**src/rtl/uart_pkg.sv**
```systemverilog
// Shared UART definitions: FSM state encoding, Hamming(7,4) bit
// positions and the default bit period, used by the TX and RX paths.
package uart_pkg;

  localparam int CLKS_PER_BIT_DEF = 16;

  typedef enum logic [1:0] {
    ST_IDLE  = 2'd0,
    ST_START = 2'd1,
    ST_DATA  = 2'd2,
    ST_STOP  = 2'd3
  } uart_state_e;

  // code[i] carries Hamming position i+1
  localparam int HAM_P1 = 0;
  localparam int HAM_P2 = 1;
  localparam int HAM_D0 = 2;
  localparam int HAM_P4 = 3;
  localparam int HAM_D1 = 4;
  localparam int HAM_D2 = 5;
  localparam int HAM_D3 = 6;

endpackage

```
**src/rtl/hamming_decoder_74.sv**
```systemverilog
// Hamming(7,4) syndrome and nibble extraction (combinational).
// Ports: code[6:0] in; nibble[3:0], syndrome[2:0] out.
// With HAMMING_CORRECT_EN defined, single-bit errors are corrected;
// otherwise the nibble is passed through uncorrected (detect-only).
module hamming_decoder_74
  import uart_pkg::*;
(
  input  logic [6:0] code,
  output logic [3:0] nibble,
  output logic [2:0] syndrome
);

  logic [6:0] fixed;

  always_comb begin
    syndrome[0] = code[HAM_P1] ^ code[HAM_D0]
                ^ code[HAM_D1] ^ code[HAM_D3];
    syndrome[1] = code[HAM_P2] ^ code[HAM_D0]
                ^ code[HAM_D2] ^ code[HAM_D3];
    syndrome[2] = code[HAM_P4] ^ code[HAM_D1]
                ^ code[HAM_D2] ^ code[HAM_D3];
    fixed = code;
`ifdef HAMMING_CORRECT_EN
    // syndrome names the 1-based position of the flipped bit
    if (syndrome != 3'd0) begin
      fixed = code ^ (7'd1 << (syndrome - 3'd1));
    end
`endif
    nibble = {fixed[HAM_D3], fixed[HAM_D2],
              fixed[HAM_D1], fixed[HAM_D0]};
  end

endmodule

```
**src/rtl/uart_hamming_rx.sv**
```systemverilog
// UART 8N1 receiver carrying a Hamming(7,4) codeword in bits 6:0.
// Ports: clk, rst_n (async low), rx (async serial, idle high);
// data_out[3:0], data_valid (pulse), err_flag, frame_err (pulse),
// rx_busy. Optional: `define HAMMING_CORRECT_EN for correction.
module uart_hamming_rx
  import uart_pkg::*;
#(
  parameter int CLKS_PER_BIT = CLKS_PER_BIT_DEF
) (
  input  logic       clk,
  input  logic       rst_n,
  input  logic       rx,
  output logic [3:0] data_out,
  output logic       data_valid,
  output logic       err_flag,
  output logic       frame_err,
  output logic       rx_busy
);

  localparam int CW = $clog2(CLKS_PER_BIT);
  localparam logic [CW-1:0] FULL_M1 = CW'(CLKS_PER_BIT - 1);
  localparam logic [CW-1:0] HALF_M1 = CW'(CLKS_PER_BIT / 2 - 1);

  uart_state_e   state;
  logic [CW-1:0] cnt;
  logic [2:0]    bit_idx;
  logic [7:0]    shreg;
  logic          rx_s1;
  logic          rx_s2;
  logic [3:0]    nibble;
  logic [2:0]    syndrome;

  hamming_decoder_74 u_dec (
    .code     (shreg[6:0]),
    .nibble   (nibble),
    .syndrome (syndrome)
  );

  always_ff @(posedge clk or negedge rst_n) begin
    if (!rst_n) begin
      state      <= ST_IDLE;
      cnt        <= '0;
      bit_idx    <= '0;
      shreg      <= '0;
      rx_s1      <= 1'b1;
      rx_s2      <= 1'b1;
      data_out   <= '0;
      data_valid <= 1'b0;
      err_flag   <= 1'b0;
      frame_err  <= 1'b0;
      rx_busy    <= 1'b0;
    end else begin
      rx_s1      <= rx;
      rx_s2      <= rx_s1;
      data_valid <= 1'b0;
      frame_err  <= 1'b0;
      unique case (state)
        ST_IDLE: begin
          cnt     <= '0;
          bit_idx <= '0;
          if (!rx_s2) begin
            state   <= ST_START;
            rx_busy <= 1'b1;
          end
        end
        ST_START: begin
          if (cnt == HALF_M1) begin
            cnt <= '0;
            if (!rx_s2) begin
              state <= ST_DATA;
            end else begin
              // too short to be a start bit
              state   <= ST_IDLE;
              rx_busy <= 1'b0;
            end
          end else begin
            cnt <= cnt + 1'b1;
          end
        end
        ST_DATA: begin
          if (cnt == FULL_M1) begin
            cnt     <= '0;
            shreg   <= {rx_s2, shreg[7:1]};
            bit_idx <= bit_idx + 3'd1;
            if (bit_idx == 3'd7) begin
              state <= ST_STOP;
            end
          end else begin
            cnt <= cnt + 1'b1;
          end
        end
        ST_STOP: begin
          if (cnt == FULL_M1) begin
            cnt     <= '0;
            state   <= ST_IDLE;
            rx_busy <= 1'b0;
            if (rx_s2 && !shreg[7]) begin
              data_out   <= nibble;
              err_flag   <= |syndrome;
              data_valid <= 1'b1;
            end else begin
              frame_err <= 1'b1;
            end
          end else begin
            cnt <= cnt + 1'b1;
          end
        end
        default: begin
          state   <= ST_IDLE;
          rx_busy <= 1'b0;
        end
      endcase
    end
  end

endmodule

```
**config.mk**
```make
export PLATFORM = sky130hd
export DESIGN_NAME = uart_hamming_rx
export DESIGN_NICKNAME = d
export VERILOG_FILES = /design/src/rtl/uart_pkg.sv /design/src/rtl/hamming_decoder_74.sv /design/src/rtl/uart_hamming_rx.sv
export SDC_FILE = /design/constraint.sdc
export NUM_CORES = 1
export LEC_CHECK = 0
export BUFFER_PORTS_ARGS = -buffer_cell sky130_fd_sc_hd__buf_4
export CORE_MARGIN = 2
export CORE_UTILIZATION = 53
export CTS_CLUSTER_DIAMETER = 150
export DETAILED_ROUTE_END_ITERATION = 6
export PLACE_DENSITY = 0.72
export SYNTH_ARGS = -nofsm -noshare
export SYNTH_HDL_FRONTEND = slang
export SYNTH_HIERARCHICAL = 1
export SYNTH_SLANG_ARGS = --single-unit
```
**constraint.sdc**
```tcl
create_clock -name clk -period 2.1 [get_ports clk]
set_clock_uncertainty 0.1 [all_clocks]
set_input_delay 0.315 -clock clk [delete_from_list [all_inputs] [get_ports clk]]
set_output_delay 0.315 -clock clk [all_outputs]
set_load 0.03 [all_outputs]
```
==> results.txt <==
Resize count post-CTS: 0
max_slew headroom: 0.7232
final period utilization: 0.8869
CP arrival: 2.00 ns
Synth Area per Inst: 12.75 um2
first-pass GRT wire length: 3677 um
Leakage: 0.6680 nW
ranking of synthesized cells by area: dfrtp_1 (48%), mux2_2 (12%), xnor2_1 (4.7%)
WS Path Type: reg2reg
Final TNS setup: 0 ns
Critical Path RT: 2.23 ns
Die Span Y: 53.53 um
core area: 0.002276 mm2
initial antenna violation count: 0
hold slack: 0.2671 ns
CP Cell Sequence: ha_1 > nand3_4 > nor4_4 > mux2_2
most frequent cells in the layout: dfrtp_1 (25), mux2_2 (14), buf_4 (12)
Worst-Skew Late Latency: 0.33 ns
DP Area: 0.001369 mm2
outcome: finished clean
total routed wirelength: 2122 um
Area Growth Syn to Fin: 8.951%
post-layout total power: 0.001372 W
CTS buffer count: 3
Slew @ Worst Pin: 0.4122 ns
Hold/Removal Path Class: reg2reg
PwrDens: 968.6 mW/mm2
nets: 119
dpl hpwl: 1476 um
CP max stage delay: 0.41 ns
R2R depth: 4
Worst Hold End: rx_s2
vias in the first global route: 809
#FFs+latches synth: 27
R2R Path Start: cnt[0]
Yosys cell types: 35
Core Rows: 17
final instance area: 0.001416 mm2
Wirelength per Cell: 15.16 um
DIE AREA: 0.002865 mm2
final hold vios: 0
post-synthesis sequential area ratio: 0.5217
# port buffers: 10
Crit. End Element: flip-flop
Reg clk slew, reported paths: 0.14 ns
RD Place Congestion: 0.7606
diode count: 0
GR Overflow Total: 0
Hold Path Depth: 0
Syn. warnings: 6
RSZ-0062 raised after global routing: false
Slew Viols, Final: 0
Final min period: 1.862 ns
critical path's slowest cell: nor4_4
Vias/cell: 5.757
# clock sinks: 27
largest net degree at the start of global routing: 28
worst slack at placement: 0.2351 ns
Max Cap Violations: 0
Post-Syn Instances: 102
CTS tree: built
IO Count: 11
worst ir drop on vdd: 0.4945 mV
setup violators final: 0
syn_nets: 108
worst-path fanout max: 7
most common cell after layout, fill and taps aside: dfrtp_1
f_max: 536.9 MHz
first-pass iteration count of the detailed router: 3
CTS H-tree depth: 1
layout cells sized above 1: 0.3482
drc violations: 0
worst r2r dst: err_flag
Worst Hold Launch: rx_s1
vias after detailed routing: 806
Die Wd: 53.53 um
CP Launch Type: flip-flop
share of the synthesized area in the top cell type: 0.4812
total global-route track usage: 0.1831
1st-iter DRT viols: 9
cell taking the most area after synthesis: dfrtp_1
Root Buffer: clkbuf_4
initial core utilization: 0.5712
reg2reg setup slack: 0.24 ns
worst setup margin: 0.2376 ns
CTS Buffer Depth: 2
synthesized area: 0.001300 mm2
post-CTS setup buffer count: 0
DRT antenna net count: 0
-- how the worst max path moves through the flow --
stage / start / endpoint / slack, ns / cells after the start
2_1_floorplan: cnt[0] / data_out[0] / 0.39 / 4
5_1_grt: cnt[0] / data_out[3] / 0.12 / 4
3_3_place_gp: cnt[0] / data_out[2] / 0.31 / 4
6_report: cnt[0] / err_flag / 0.24 / 4
3_5_place_dp: cnt[0] / err_flag / 0.24 / 4
4_1_cts: cnt[0] / data_out[1] / 0.22 / 4
-- Yosys cell counts, drive strengths merged --
cell type  count
dfrtp         25
buf            6
a21oi          2
nor4           1
o21ai          2
nand2          3
nand4          3
and4b          1
a22o           5
clkbuf         2
nor3           1
xor2           2
a211o          1
nand2b         1
a211oi         1
nor2b          2
xnor2          7
and2b          1
a41oi          1
o31ai          1
nor2           4
nand3          3
ha             3
a221oi         1
nand3b         2
and3           1
nand4b         1
inv            2
or3            1
mux2          14
dfstp          2
-- power by group --
part           total (W)  internal (W)  switching [W]  leakage, nW
registers       0.000713      0.000609       0.000104        0.349
logic           0.000432      0.000205       0.000227        0.301
clock network   0.000227     0.0000716       0.000155       0.0177
total            0.00137      0.000886       0.000486        0.668
-- worst max-delay path, delay by kind of cell (launching register included) --
family / cells / cell delay, ns
AND/OR/NAND/NOR: 2 / 0.56
flip-flops: 1 / 0.40
multiplexers: 1 / 0.39
adder cells (fa/ha/maj): 1 / 0.33
-- cell type report --
cell class,count,area [um2]
Clock buffer,3,22.52
Clock inverter,1,5.005
Fill cell,188,859.6
Inverter,2,7.507
Multi-Input combinational cell,65,558.0
Sequential cell,27,678.2
Tap cell,28,35.03
Timing Repair Buffer,14,110.1
-- state kept, by name, indices dropped and copies added (netlist names), named ones only --
signal	count
shreg	8
cnt	4
data_out	4
bit_idx	3
data_valid	1
err_flag	1
frame_err	1
rx_busy	1
rx_s1	1
rx_s2	1
state	1
-- layer usage --
layer / global-route usage / up-vias / part of all wire
li1: - / 387 / -
met1: 0.2306 / 403 / 0.46
met2: 0.3066 / 11 / 0.50
met3: 0.02542 / 5 / 0.019
met4: 0.08974 / 0 / 0.023
met5: 0 / - / 0
-- metrics by stage --
step	cells	util
floorplan	102	-
global placement	134	0.6014
detailed placement	134	0.6014
CTS	140	0.6223
global route	140	0.6223
finish	140	0.6223
-- timing repair --
action | CTS | global route
endpoints found under the hold margin | 26 | 0
hold buffers | 2 | 0
setup endpoints to repair | 0 | 0
-- cells by family after synthesis --
kind of cell	after synthesis	synth area share
flops	27	0.5217
simple gates	25	0.1357
compound gates	14	0.08278
mux	14	0.1213
fa+ha+maj	3	0.02888
buf+inv	10	0.04909
xor+xnor	9	0.06064
(Power assumes the default switching activity.)
